==> config.mk <==
export PLATFORM = sky130hd
export DESIGN_NAME = alu_seq
export DESIGN_NICKNAME = d
export VERILOG_FILES = /design/src/rtl/alu_seq.sv
export SDC_FILE = /design/constraint.sdc
export NUM_CORES = 1
export LEC_CHECK = 0
export ABC_AREA = 1
export BUFFER_PORTS_ARGS = -buffer_cell sky130_fd_sc_hd__clkbuf_2
export CAP_MARGIN = 20
export CORE_UTILIZATION = 30
export CTS_BUF_LIST = sky130_fd_sc_hd__clkbuf_16
export CTS_CLUSTER_DIAMETER = 200
export CTS_CLUSTER_SIZE = 25
export DETAILED_ROUTE_END_ITERATION = 7
export REMOVE_ABC_BUFFERS = 1
export SYNTH_ARGS = -nofsm -noshare
export SYNTH_HDL_FRONTEND = slang
export SYNTH_SLANG_ARGS = --single-unit
==> constraint.sdc <==
create_clock -name clk -period 4 [get_ports clk]
set_clock_uncertainty 0.05 [all_clocks]
set_input_delay 0.2 -clock clk [delete_from_list [all_inputs] [get_ports clk]]
set_output_delay 0.2 -clock clk [all_outputs]
set_load 0.02 [all_outputs]
==> src/rtl/alu_seq.sv <==
// Registered ALU: single-cycle arithmetic/logic/compare ops, plus iterative
// shifts and rotates that move one bit per clock, with C/Z/S flag registers.
module alu_seq #(
  parameter int WIDTH = 8
) (
  input  logic             clk,
  input  logic             reset,
  input  logic             start,
  input  logic [WIDTH-1:0] A,
  input  logic [WIDTH-1:0] B,
  input  logic [4:0]       operation,
  output logic             busy,
  output logic             done,
  output logic [WIDTH-1:0] result,
  output logic             C,
  output logic             Z,
  output logic             S
);

  localparam int CW = $clog2(WIDTH);

  typedef enum logic [4:0] {
    OP_ADD = 5'b00000, OP_SUB = 5'b00001, OP_ADC = 5'b00010, OP_SBC = 5'b00011,
    OP_AND = 5'b00100, OP_OR  = 5'b00101, OP_NOT = 5'b00110, OP_XOR = 5'b00111,
    OP_INC = 5'b01000, OP_DEC = 5'b01001, OP_CMP = 5'b01010, OP_TST = 5'b01011,
    OP_SHL = 5'b10000, OP_SHR = 5'b10001, OP_SAL = 5'b10010, OP_SAR = 5'b10011,
    OP_ROL = 5'b10100, OP_ROR = 5'b10101, OP_RCL = 5'b10110, OP_RCR = 5'b10111
  } op_e;

  typedef enum logic {IDLE, SHIFT} state_e;

  state_e           state, state_n;
  logic [WIDTH-1:0] work, work_n;
  logic [CW-1:0]    cnt, cnt_n;
  logic             carry, carry_n;
  logic [2:0]       sop, sop_n;
  logic [WIDTH-1:0] result_n;
  logic             c_n, z_n, s_n, done_n;

  logic [WIDTH:0]   arith;
  logic [WIDTH-1:0] logic_res;
  logic [WIDTH-1:0] step_work;
  logic             step_bit;
  logic [CW-1:0]    count;

  assign count = B[CW-1:0];
  assign busy  = (state == SHIFT);

  // Arithmetic at WIDTH+1 bits so the top bit is carry out / borrow.
  always_comb begin
    // NOTE: every combinational output gets a default first, so no path can
    // leave it unassigned and infer a latch.
    arith = '0;
    case (operation)
      OP_ADD:         arith = {1'b0, A} + {1'b0, B};
      OP_SUB, OP_CMP: arith = {1'b0, A} - {1'b0, B};
      OP_ADC:         arith = {1'b0, A} + {1'b0, B} + {{WIDTH{1'b0}}, C};
      OP_SBC:         arith = {1'b0, A} - {1'b0, B} - {{WIDTH{1'b0}}, C};
      OP_INC:         arith = {1'b0, B} + (WIDTH+1)'(1);
      OP_DEC:         arith = {1'b0, B} - (WIDTH+1)'(1);
      default:        arith = '0;
    endcase
  end

  always_comb begin
    logic_res = '0;
    case (operation)
      OP_AND, OP_TST: logic_res = A & B;
      OP_OR:          logic_res = A | B;
      OP_XOR:         logic_res = A ^ B;
      OP_NOT:         logic_res = ~A;
      default:        logic_res = '0;
    endcase
  end

  // One shift/rotate step; RCL/RCR treat {carry, work} as a WIDTH+1 ring.
  always_comb begin
    step_work = work;
    step_bit  = 1'b0;
    case (sop)
      3'b000, 3'b010: begin step_bit = work[WIDTH-1]; step_work = {work[WIDTH-2:0], 1'b0}; end
      3'b001: begin step_bit = work[0]; step_work = {1'b0, work[WIDTH-1:1]}; end
      3'b011: begin step_bit = work[0]; step_work = {work[WIDTH-1], work[WIDTH-1:1]}; end
      3'b100: begin step_bit = work[WIDTH-1]; step_work = {work[WIDTH-2:0], work[WIDTH-1]}; end
      3'b101: begin step_bit = work[0]; step_work = {work[0], work[WIDTH-1:1]}; end
      3'b110: begin step_bit = work[WIDTH-1]; step_work = {work[WIDTH-2:0], carry}; end
      3'b111: begin step_bit = work[0]; step_work = {carry, work[WIDTH-1:1]}; end
      default: begin step_bit = 1'b0; step_work = work; end
    endcase
  end

  always_comb begin
    state_n  = state;
    work_n   = work;
    cnt_n    = cnt;
    carry_n  = carry;
    sop_n    = sop;
    result_n = result;
    c_n      = C;
    z_n      = Z;
    s_n      = S;
    done_n   = 1'b0;
    case (state)
      IDLE: begin
        if (start) begin
          done_n = 1'b1;
          case (operation)
            OP_ADD, OP_SUB, OP_ADC, OP_SBC: begin
              result_n = arith[WIDTH-1:0];
              c_n      = arith[WIDTH];
              z_n      = ~|arith[WIDTH-1:0];
              s_n      = arith[WIDTH-1];
            end
            OP_CMP: begin
              c_n = arith[WIDTH];
              z_n = ~|arith[WIDTH-1:0];
              s_n = arith[WIDTH-1];
            end
            OP_INC, OP_DEC: begin
              result_n = arith[WIDTH-1:0];
              z_n      = ~|arith[WIDTH-1:0];
              s_n      = arith[WIDTH-1];
            end
            OP_AND, OP_OR, OP_NOT, OP_XOR: begin
              result_n = logic_res;
              c_n      = 1'b0;
              z_n      = ~|logic_res;
              s_n      = logic_res[WIDTH-1];
            end
            OP_TST: begin
              c_n = 1'b0;
              z_n = ~|logic_res;
              s_n = logic_res[WIDTH-1];
            end
            OP_SHL, OP_SHR, OP_SAL, OP_SAR, OP_ROL, OP_ROR, OP_RCL, OP_RCR: begin
              if (count == '0) begin
                result_n = A;
                z_n      = ~|A;
                s_n      = A[WIDTH-1];
              end else begin
                done_n  = 1'b0;
                state_n = SHIFT;
                work_n  = A;
                cnt_n   = count;
                carry_n = C;
                sop_n   = operation[2:0];
              end
            end
            default: ;  // undefined opcode: only done pulses
          endcase
        end
      end
      SHIFT: begin
        work_n  = step_work;
        carry_n = step_bit;
        cnt_n   = cnt - CW'(1);
        if (cnt == CW'(1)) begin
          result_n = step_work;
          c_n      = step_bit;
          z_n      = ~|step_work;
          s_n      = step_work[WIDTH-1];
          done_n   = 1'b1;
          state_n  = IDLE;
        end
      end
      default: state_n = IDLE;
    endcase
  end

  always_ff @(posedge clk) begin
    // NOTE: sequential state uses non-blocking assignments so every register
    // samples pre-edge values regardless of statement order.
    if (reset) begin
      state  <= IDLE;
      work   <= '0;
      cnt    <= '0;
      carry  <= 1'b0;
      sop    <= '0;
      result <= '0;
      C      <= 1'b0;
      Z      <= 1'b0;
      S      <= 1'b0;
      done   <= 1'b0;
    end else begin
      state  <= state_n;
      work   <= work_n;
      cnt    <= cnt_n;
      carry  <= carry_n;
      sop    <= sop_n;
      result <= result_n;
      C      <= c_n;
      Z      <= z_n;
      S      <= s_n;
      done   <= done_n;
    end
  end

endmodule

Word level (Yosys, flattened, before mapping)

Cells that the tools add are included.

Mux-type cells: 45
Add/sub/neg operators: 7
Reduce and logical (&&, ||, !) cells: 27
Bitwise logic cells: 6
Equality and inequality tests: 35

Operator list:

| cell                                                                | count |
|---|---|
| 8-bit one-hot mux with 7 select lines                               | 1 |
| 9-bit one-hot mux with 6 select lines                               | 1 |
| 8-bit 2-to-1 mux                                                    | 6 |
| 5-bit == test (second input constant)                               | 8 |
| 8-bit OR reduction                                                  | 5 |
| 8-bit one-hot mux with 2 select lines                               | 2 |
| 8-bit one-hot mux with 4 select lines                               | 1 |
| 8-bit one-hot mux with 3 select lines                               | 1 |
| 5-bit by 3-bit == test with 1-bit output (second input constant)    | 4 |
| 5-bit by 4-bit == test with 1-bit output (second input constant)    | 4 |
| 1-bit 2-to-1 mux                                                    | 19 |
| 1-bit one-hot mux with 2 select lines                               | 8 |
| 3-bit == test (second input constant)                               | 4 |
| 4-bit AND reduction                                                 | 3 |
| 4-bit OR reduction                                                  | 3 |
| 5-bit by 2-bit == test with 1-bit output (second input constant)    | 2 |
| 5-bit OR reduction                                                  | 2 |
| 8-bit by 1-bit adder with 9-bit output (second input constant)      | 1 |
| 8-bit by 8-bit adder with 9-bit output                              | 1 |
| 9-bit by 1-bit adder with 9-bit output                              | 1 |
| 3-bit 2-to-1 mux                                                    | 3 |
| 8-bit by 1-bit subtractor with 9-bit output (second input constant) | 1 |
| 8-bit by 8-bit subtractor with 9-bit output                         | 1 |
| 9-bit by 1-bit subtractor with 9-bit output                         | 1 |
| other kinds (23)                                                    | 37 |

Word-level logic and storage cells: 130
Bits of input ports: 24
Bits in registers: 28
Output and inout port bits: 13

Depth between registers and ports, before layout

Gate-level depths: netlist (run 1).

Word-level depth: 8
Gate-level depth with buffers: 20
Mapped depth without buffers: 19

Worst setup path after synthesis (run 1)

OpenSTA, ideal clock, no wires.

Kind: in2reg
Start: input port operation[2]
End: register Z
Data arrival time: 2.530 ns
Stages: 16
Data required time: 3.884 ns
Buffers on the path: 0
Slack: 1.354 ns
Path through: nor2_1 -> nand3_1 -> nor2_1 -> ha_1 -> a21oi_1 -> nor2_1 -> nor2_1 -> nand2_1 -> or2_2 -> nand3_1 -> nand4_1 -> nor2_1 -> nand3_1 -> nand2_1 -> nand2_1 -> a21oi_2

Word-level cells in the longest chain between the ends: 8
Elaborated cells between the ends (all ways): 37

RTL lines:

| what                                                                                                  | RTL line | RTL |
|---|---|---|
| start, declared                                                                                       | 11       | `input logic [4:0] operation,` |
| 5-bit by 4-bit == test with 1-bit output (tied with other cells)                                      | 54, 107  |  |
| 2-bit OR reduction, on equally long branches                                                          | 54, 67   |  |
| 9-bit one-hot mux with 6 select lines / 8-bit one-hot mux with 4 select lines (equally long branches) | 54, 67   |  |
| 8-bit OR reduction, on equally long branches                                                          | --       |  |
| 1-bit zero test, on equally long branches                                                             | --       |  |
| 1-bit one-hot mux with 3 select lines                                                                 | 107      | `case (operation)` |
| 1-bit 2-to-1 mux                                                                                      | 105      | `if (start) begin` |
| 1-bit one-hot mux with 2 select lines                                                                 | 103      | `case (state)` |
| end signal, assigned                                                                                  | 192      | `Z <= z_n;` |
| end, declared                                                                                         | 16       | `output logic Z,` |

Parallel ways exist; a longest one is shown, timed or not. The select of a mux whose other input is x is not followed.
A chain may end at the register's enable or synchronous reset.

Worst setup path after layout (run 1)

Start: input port operation[4]
End: register Z

The elaborated chain is that of the path after synthesis.

==> flow_summary.yaml, run 1 <==
run_status:
  status: "finished, final reports clean"
logic_synthesis:
  synth_warnings: 0
  synth.avg_cell_area_um2: 5.84
  synth-seq-cells: 28
  syn-cell-area_mm2: 0.00376
  synth.distinct_cells: 45
  synthCells: 645
  synth_seq_area_share_pct: 14.9
setup_path:
  cp_max_fo: 8
  crit_arrival_ns: 3.18
  crit_path_top_delay_cell: "nor2_1"
  crit_family: "simple AND/OR/NAND/NOR gates"
  worstSetupPathType: "in -> reg"
  worstSetupEndpointType: "register"
  r2r_slack_ns: 1.75
  crit_chain: "clkbuf_2 -> nor2_1 -> nand3_1 -> nor2_1 -> ha_1 -> a21oi_1 -> nor2_1 -> nor2_1 -> nand2_1 -> or2_2 -> nand3_1 -> nand4_1 -> nor2_1 -> nand3_1 -> nand2_1 -> nand2_1 -> a21oi_2"
  path_common_cell: "nor2_1"
  critPathLaunchType: "primary input"
  path_buf_inv: 1
  cp.required_ns: 4.16
  max_stage_delay_ns: 0.53
floorplanning:
  die_area_mm2: 0.0130
  coreArea_mm2: 0.0121
  die_width_um: 114
  die_h_um: 114
  start_util_pct: 31.1
  io_pins: 37
  rows: 40
sta:
  setup_slack_ns: 0.976
  rsz0062_at_grt: "no"
  fin_tns_setup_ns: 0
  slew_violations: 0
  fin_crit_sh_pct: 75.6
  tightest_slew_ns: 0.783
  finalCriticalPeriod_ns: 3.02
  fmax_mhz: 331
  finalSetupViolCount: 0
  relSlewSlack_pct: 47.4
  hold_viol_final: 0
global_route:
  grt_pass1_vias: 3903
  track_usage_pct: 19.6
  grt_max_degree: 22
  antenna_found_initial: 0
  globalRouteOverflowTotal: 0
  grt_first_pass_wirelength_um: 20100
placed_design:
  pre_cts_ws_ns: 0.731
  dpl-instance-area_mm2: 0.00409
  place.detailed.hpwl_um: 10100
  port_buffers: 36
  place.gp.congestion: 0.905
detailed_routing:
  vias: 4270
  drtIter0Drc: 292
  firstDrtPassIters: 5
  avgViaCountPerCell: 5.07
  drc_errors: 0
  totalWireLength_um: 12400
  wl_per_cell_um: 14.7
  drtAntennaViolNets: 0
clocking:
  cts-resized-gates: 0
  cts_max_path_buffers: 2
  numCtsBuffers: 3
  post_cts_buffers: 0
  cts_root_buf: "clkbuf_16"
  hold_buffers: 0
  clkSlewWorstSetupHoldPaths_ns: 0.07
  cts_tree: "done"
  cts_sinks: 28
  h-tree-depth: 1
  clock_latency_ns: 0.27
finish:
  final_area_mm2: 0.00420
  nets: 739
  diodes: 0
  syn_to_final_growth_pct: 11.5
  drive_gt1_share_pct: 11.3
  fillers: 1418
pwr:
  p_per_area_mw_per_mm2: 245
  ir_worst_vdd_mv: 0.155
  power_mw: 1.03
  power_leakage_nw: 2.11
min_path:
  hold_class: "in -> reg"
job:
  cap_violations: 0
-- kinds of logic (layout without fill, tap and decap cells) --
group	Yosys count	count (layout)	synth area share (%)
mux	2	2	0.532
buf+inv	110	139	11.7
xor+xnor	1	1	0.233
simple gates	349	349	40.2
fa+ha+maj	40	40	13.9
flops	28	28	14.9
compound gates	115	115	18.5
-- layer usage --
| layer | vias to the layer above | routed length (um) | GRT usage (%) |
|---|---|---|---|
| met5 | - | 0 | 0 |
| met4 | 0 | 326 | 6.06 |
| met3 | 21 | 695 | 1.75 |
| met2 | 144 | 5390 | 31.1 |
| met1 | 1926 | 5980 | 27.9 |
| li1 | 2179 | - | - |
-- sequential cells by signal, summed over array words and instances, names as in the netlist --
register / flops
Z: 1
result: 8
cnt: 3
busy: 1
C: 1
sop: 3
work: 8
carry: 1
done: 1
S: 1
-- layout make-up --
class / instances / area (um2) / share of cell area (%)
sequential: 28 / 561 / 13.4
tap: 168 / 210 / 5.01
multi-input combinational: 507 / 2760 / 65.8
inverter: 98 / 373 / 8.88
clock buffer: 3 / 75.1 / 1.79
timing repair buffer: 37 / 188 / 4.47
clock inverter: 1 / 30.0 / 0.715
-- where the power goes --
group / internal (mW) / switching [mW] / total (mW)
registers: 0.299 / 0.0172 / 0.316
clock network: 0.199 / 0.0976 / 0.297
logic: 0.132 / 0.284 / 0.416
total: 0.630 / 0.399 / 1.03
-- stage by stage --
stage / hold WS, ns / util (%) / cells
global placement: 0.407 / 33.8 / 838
CTS: 0.212 / 34.7 / 842
finish: 0.218 / 34.7 / 842
global route: 0.227 / 34.7 / 842
floorplan: 0.219 / - / 633
detailed placement: 0.408 / 33.8 / 838
-- final timing paths --
| check | from | to | cells past startpoint |
|---|---|---|---|
| setup / recovery | operation[4] | Z | 17 |
| hold / removal | operation[2] | sop[2] | 3 |
| setup reg to reg | C | Z | 14 |
| hold reg to reg | result[2] | result[2] | 2 |
-- tightest hold or removal path, stage by stage --
cell and delay, ns:
clkbuf_2 0.09, inv_1 0.08, a21oi_1 0.12
-- placed cells by master (no fill, tap or decap), types with 3 or more instances in the layout --
cell type,n
fa_1,3
a31oi_1,12
nor2_1,64
clkbuf_2,36
ha_1,37
nor3_1,7
inv_1,90
o211ai_1,6
nand3_1,64
nand2_1,177
o21ai_0,27
nand2_2,5
or2_2,8
dfxtp_1,28
clkbuf_16,3
a21oi_1,36
o22ai_1,11
o221ai_1,5
nand4_1,10
inv_2,5
nor2_2,8
-- synth_stat cells, drive strengths merged --
cell type,instances,share of area (%)
o221ai,5,1.2
fa,3,1.6
o21bai,2,0.40
inv,97,9.8
a21o,2,0.40
nand3,64,8.5
nor2,72,7.7
a31oi,13,2.3
a22oi,2,0.40
or2,8,1.3
clkinv,1,0.10
xor2,1,0.23
dfxtp,28,15
o21ai,29,3.9
o2bb2ai,1,0.23
a21oi,39,5.7
ha,37,12
mux2i,2,0.53
nand2,183,19
buf,8,1.4
o211ai,6,1.2
nand3b,2,0.50
o21a,2,0.40
o22ai,11,1.8
clkbuf,4,0.40
nor4,2,0.33
nor3,8,1.4
o2111ai,1,0.23
a21boi,1,0.20
nand4,10,1.7
a211oi,1,0.20
(Power assumes the default switching activity.)
==> run 2: changes to the inputs <==
==> constraint.sdc (replaced) <==
create_clock -name clk -period 2.8 [get_ports clk]
set_clock_uncertainty 0.05 [all_clocks]
set_input_delay 0.14 -clock clk [delete_from_list [all_inputs] [get_ports clk]]
set_output_delay 0.14 -clock clk [all_outputs]
set_load 0.02 [all_outputs]
==> run 2 against run 1 <==
Largest power group unchanged. Highest routed layer unchanged. Critical path depth is 1 higher. Routed wire length is 0.11% lower. Worst setup slack worse by 0.65 ns. Sequential power is 43% higher. Count of clock-buffer cells in the layout stayed put.
==> flow_summary.yaml, run 2 (synthesis gave the netlist of run 1 again) <==
run_status:
  status: "finished, final reports clean"
clocking:
  cts_max_path_buffers: 2
  h-tree-depth: 1
  numCtsBuffers: 3
  post_cts_buffers: 0
  cts_sinks: 28
  clkSlewWorstSetupHoldPaths_ns: 0.07
  cts-resized-gates: 0
  clock_latency_ns: 0.26
  hold_buffers: 0
  cts_root_buf: "clkbuf_16"
  cts_tree: "done"
min_path:
  hold_class: "in -> reg"
  holdCritStartpoint: "operation[2]"
global_route:
  grt_first_pass_wirelength_um: 20200
  antenna_found_initial: 0
  grt_max_degree: 22
  grt_pass1_vias: 4055
  track_usage_pct: 19.5
  globalRouteOverflowTotal: 0
detailed_routing:
  drtIter0Drc: 310
  drtAntennaViolNets: 0
  wl_per_cell_um: 14.4
  vias: 4307
  avgViaCountPerCell: 5.03
  firstDrtPassIters: 5
  drc_errors: 0
  totalWireLength_um: 12400
sta:
  rsz0062_at_grt: "no"
  slew_violations: 0
  fmax_mhz: 403
  hold_viol_final: 0
  hold_ws_ns: 0.158
  setup_slack_ns: 0.321
  fin_crit_sh_pct: 88.5
  finalCriticalPeriod_ns: 2.48
  fin_tns_setup_ns: 0
  finalSetupViolCount: 0
  relSlewSlack_pct: 53.8
  tightest_slew_ns: 0.691
pwr:
  ir_worst_vdd_mv: 0.179
  power_leakage_nw: 2.17
  p_per_area_mw_per_mm2: 324
  power_mw: 1.39
finish:
  final_cells: 857
  top_regs: "result (8), work (8)"
  final_cell_mix: "177 x nand2_1, 90 x inv_1, 64 x nand3_1, 64 x nor2_1, 37 x ha_1"
  syn_to_final_growth_pct: 13.9
  fillers: 1387
  drive_gt1_share_pct: 13.2
  diodes: 0
  final_common_cell: "nand2_1"
  nets: 755
placed_design:
  port_buffers: 36
  pre_cts_ws_ns: 0.0942
  place.gp.congestion: 0.900
  place.detailed.hpwl_um: 10400
  dp_cells: 854
floorplanning:
  die_h_um: 114
  coreArea_mm2: 0.0121
  start_util_pct: 31.1
  io_pins: 37
  die_area_mm2: 0.0130
  rows: 40
  die_width_um: 114
setup_path:
  path_common_cell: "nand2_1"
  cp.required_ns: 2.90
  max_stage_delay_ns: 0.41
  cp_num_cells: 18
  r2r-start: "C"
  crit_path_top_delay_cell: "fa_1"
  crit_arrival_ns: 2.58
  r2r_cells: 13
  path_buf_inv: 3
  worstSetupPathType: "in -> reg"
  critPathCapture: "result[6]"
  crit_start: "A[0]"
  r2r_slack_ns: 0.57
  critPathLaunchType: "primary input"
  crit_family: "simple AND/OR/NAND/NOR gates"
  worstSetupEndpointType: "register"
  crit_chain: "clkbuf_2 -> inv_1 -> ha_1 -> fa_1 -> inv_1 -> nand3_1 -> nand2_1 -> nand2_1 -> nand2_1 -> nand2_1 -> nand2_2 -> o22ai_1 -> nor2_1 -> nand2_1 -> nor2_1 -> o221ai_1 -> nand2_1 -> a21oi_1"
  cp_max_fo: 4
  reg2reg_to: "result[6]"
job:
  cap_violations: 0
-- run 2: cell types whose count changed in the layout (fill, tap and decap cells not counted) --
cell and change:
bufinv_16 -1, buf_4 +16
-- run 2: cell type report --
type                       instances  area, um2  area share (%)
multi-input combinational        507       2760            64.4
sequential                        28        561            13.1
inverter                          98        373            8.70
timing repair buffer              53        308            7.18
tap                              168        210            4.90
clock buffer                       3       75.1            1.75
-- run 2: worst register-to-register path, cell delays in order (launching register included) --
cell      delay [ns]
dfxtp_1         0.42
ha_1            0.22
ha_1            0.18
nand2_1         0.08
inv_1           0.08
nand3_1         0.13
nor2_1          0.11
nand2_1         0.07
nand3_1         0.08
nand2_1         0.08
nor2_1          0.26
o221ai_1        0.19
nand2_1         0.10
a21oi_1         0.06
-- run 2: how the worst min path moves through the flow --
stage / endpoint / cells past startpoint / slack [ns]
after floorplan: cnt[2] / 1 / 0.16
after global placement: result[2] / 2 / 0.42
after detailed placement: result[2] / 2 / 0.42
after CTS: sop[2] / 3 / 0.15
after global routing: sop[2] / 3 / 0.17
final: sop[2] / 3 / 0.16
-- run 2: through the flow --
step                      util (%)  cell area [um2]
after floorplan                  -             3690
final                         35.4             4290
after global placement        34.8             4210
after detailed placement      34.8             4210
after CTS                     35.4             4290
after global routing          35.4             4290
-- run 2: layer usage --
| metal | track usage, % | up-vias | share of wire [%] |
|---|---|---|---|
| li1 | - | 2215 | - |
| met1 | 27.6 | 1950 | 49 |
| met2 | 30.8 | 124 | 43 |
| met3 | 3.13 | 18 | 6.0 |
| met4 | 4.42 | 0 | 1.9 |
| met5 | 0 | - | 0 |
-- run 2: power by group --
part           total [mW]  internal, mW  switching [mW]
Clock               0.322         0.190           0.132
Combinational       0.617         0.204           0.413
Sequential          0.452         0.427          0.0244
Total                1.39         0.821           0.569
==> run 3: changes to the inputs <==
--- a/config.mk
+++ b/config.mk
@@ -5,7 +5,7 @@
 export SDC_FILE = /design/constraint.sdc
 export NUM_CORES = 1
 export LEC_CHECK = 0
-export ABC_AREA = 1
+export ABC_AREA = 0
 export BUFFER_PORTS_ARGS = -buffer_cell sky130_fd_sc_hd__clkbuf_2
 export CAP_MARGIN = 20
 export CORE_UTILIZATION = 30
@@ -13,7 +13,6 @@
 export CTS_CLUSTER_DIAMETER = 200
 export CTS_CLUSTER_SIZE = 25
 export DETAILED_ROUTE_END_ITERATION = 7
-export REMOVE_ABC_BUFFERS = 1
 export SYNTH_ARGS = -nofsm -noshare
 export SYNTH_HDL_FRONTEND = slang
 export SYNTH_SLANG_ARGS = --single-unit
==> run 3 against run 2 <==
The flow now finishes with violations (negative setup slack). Global-route usage up 2.8 points. Die area grew 5.2%. Utilization is 7.7 points higher. Combinational power up 48%.
==> flow_summary.yaml, run 3 <==
finish:
  drive_gt1_share_pct: 33.5
  top_regs: "result (8), work (8)"
  fillers: 1325
  final_cell_mix: "109 x buf_4, 50 x nand2_1, 42 x nor2_1, 42 x a21oi_1, 34 x clkbuf_2"
  diodes: 0
  nets: 728
  syn_to_final_growth_pct: 38.3
  final_common_cell: "buf_4"
setup_path:
  cp.required_ns: 2.94
  r2r_slack_ns: 0.02
  reg2reg_to: "Z"
  r2r-start: "C"
  cp_max_fo: 5
  max_stage_delay_ns: 0.55
  worstSetupPathType: "in -> reg"
  crit_arrival_ns: 3.04
  crit_chain: "buf_6 -> buf_4 -> ha_4 -> fa_2 -> a211o_4 -> buf_4 -> a211oi_4 -> o211ai_4 -> xnor2_1 -> o221ai_2 -> or4_4 -> o32ai_4"
  crit_path_top_delay_cell: "or4_4"
  critPathLaunchType: "primary input"
  path_common_cell: "buf_4"
  r2r_cells: 10
  worstSetupEndpointType: "register"
sta:
  tightest_slew_ns: 0.754
  rsz0062_at_grt: "yes"
  hold_viol_final: 0
  relSlewSlack_pct: 48.4
  finalSetupViolCount: 1
  fin_tns_setup_ns: -0.104
  setup_slack_ns: -0.104
  fin_crit_sh_pct: 104
  hold_ws_ns: 0.237
  fmax_mhz: 344
  slew_violations: 0
  finalCriticalPeriod_ns: 2.90
logic_synthesis:
  synth.distinct_cells: 81
  yosysMostFrequentCell: "nand2_1"
  synthCells: 543
  synth.avg_cell_area_um2: 7.30
  synth_common_cells: "50 x nand2_1, 44 x a21oi_1, 43 x nor2_1, 37 x ha_1, 32 x o21ai_0"
  synth-seq-cells: 28
  synth-edff-count: 0
  yosys.area.top_type: "dfxtp_1"
  synthTopCellsByArea: "dfxtp_1 14%, ha_1 12%, a21oi_1 5.6%, mux2i_1 4.8%, nand2_1 4.7%"
  synth_nets: 607
  async_reset_ff_share_pct: 0
  synth_warnings: 0
  synth_top_area_share_pct: 14.2
  synth_seq_area_share_pct: 14.2
  synthFlopType: "dfxtp_1"
  syn-cell-area_mm2: 0.00396
floorplanning:
  die_width_um: 117
  start_util_pct: 31.1
  die_h_um: 117
  io_pins: 37
  die_area_mm2: 0.0137
  coreArea_mm2: 0.0127
  rows: 41
placed_design:
  place.detailed.hpwl_um: 12100
  pre_cts_ws_ns: -0.424
  place.gp.congestion: 0.965
  port_buffers: 36
global_route:
  antenna_found_initial: 0
  grt_pass1_vias: 4605
  grt_first_pass_wirelength_um: 23500
  globalRouteOverflowTotal: 0
  track_usage_pct: 22.3
  grt_max_degree: 30
clocking:
  clkSlewWorstSetupHoldPaths_ns: 0.07
  numCtsBuffers: 3
  clock_latency_ns: 0.27
  h-tree-depth: 1
  cts_tree: "done"
  cts_sinks: 28
  hold_buffers: 0
  cts_max_path_buffers: 2
  cts_root_buf: "clkbuf_16"
detailed_routing:
  drc_errors: 0
  firstDrtPassIters: 5
  drtIter0Drc: 509
  drtAntennaViolNets: 0
  vias: 4769
  wl_per_cell_um: 18.4
  totalWireLength_um: 15400
  avgViaCountPerCell: 5.71
pwr:
  power_frac_clock_pct: 19.7
  p_comb_share_pct: 53.9
  p_per_area_mw_per_mm2: 309
  p_switching_uw: 666
  p_int_mw: 1.03
  power_frac_seq_pct: 26.4
  power_leakage_nw: 2.31
  ir_worst_vdd_mv: 0.215
  swShare_pct: 39.4
min_path:
  min_to: "Z"
  worst_hold_path.num_cells: 3
  hold_class: "in -> reg"
  holdCritStartpoint: "reset"
run_status:
  status: "finished, violations left"
  violations: "negative setup slack"
job:
  cap_violations: 0
==> run 3: changes by cell type after synthesis, moves of 15 or more <==
cell	delta
nand2_1	-127
inv_1	-60
nand3_1	-55
nor2_1	-21
mux2i_1	+17
clkbuf_1	+15
==> run 3: timing repair <==
item / CTS / global route
buffers inserted: 3 / 2
pin swaps: 7 / 21
cloned: 0 / 0
setup endpoints to repair: 3 / 4
resized for setup: 13 / 45
==> run 3: metal layers <==
layer  wire [um]  GRT usage (%)  share of wire [%]
met4         583           8.86                3.8
met5           0              0                  0
met2        7170           37.7                 47
met3        1070           2.99                6.9
met1        6580           28.7                 43
==> run 3: worst max-delay path by stage <==
stage	startpoint	slack [ns]	cells past startpoint	end
finish	A[0]	-0.10	12	Z
global route	A[1]	-0.22	13	Z
CTS	A[0]	-0.03	12	Z
detailed placement	A[0]	-0.42	12	Z
global placement	A[0]	-0.43	12	Z
floorplan	operation[1]	-0.27	12	Z
==> run 3: cell families (layout without fill, tap and decap cells) <==
kind of cell | after synthesis | count (layout) | share of synthesized area [%]
AND/OR/NAND/NOR | 184 | 184 | 24.4
adder cells (fa/ha/maj) | 40 | 40 | 13.2
multiplexers | 21 | 21 | 5.37
buffers and inverters | 65 | 185 | 6.73
flip-flops | 28 | 28 | 14.2
XOR/XNOR | 16 | 16 | 3.73
AO/OA/AOI/OAI | 189 | 189 | 32.4
==> run 3: final cells by class <==
type	instances	area, um2	share of cell area, %
Tap cell	172	215	3.93
Timing Repair Buffer	147	1040	19.0
Inverter	34	128	2.33
Clock buffer	3	75.1	1.37
Multi-Input combinational cell	450	3450	63.0
Sequential cell	28	561	10.2
Clock inverter	1	3.75	0.0685
==> run 3: per-stage QoR <==
| step | power [mW] | std cells | utilization (%) | cell area (um2) |
|---|---|---|---|---|
| 2_1_floorplan | 0.915 | 543 | - | 3990 |
| 3_3_place_gp | 1.25 | 827 | 39.8 | 5060 |
| 3_5_place_dp | 1.26 | 827 | 39.8 | 5060 |
| 4_1_cts | 1.62 | 834 | 41.2 | 5240 |
| 5_1_grt | 1.78 | 835 | 43.1 | 5480 |
| 6_report | 1.69 | 835 | 43.1 | 5480 |
==> run 3: power groups by stage <==
stage               sequential [mW]  combinational, mW  clock, mW
floorplan                     0.468              0.447          0
global route                  0.450              0.980      0.349
global placement              0.455              0.791          0
finish                        0.447              0.912      0.333
detailed placement            0.456              0.803          0
CTS                           0.447              0.837      0.335
==> run 3: critical path, delay by kind of cell <==
| kind | cells | cell delay, ns |
|---|---|---|
| xor+xnor | 1 | 0.23 |
| simple gates | 1 | 0.55 |
| fa+ha+maj | 2 | 0.56 |
| compound gates | 5 | 1.16 |
| buf+inv | 3 | 0.39 |
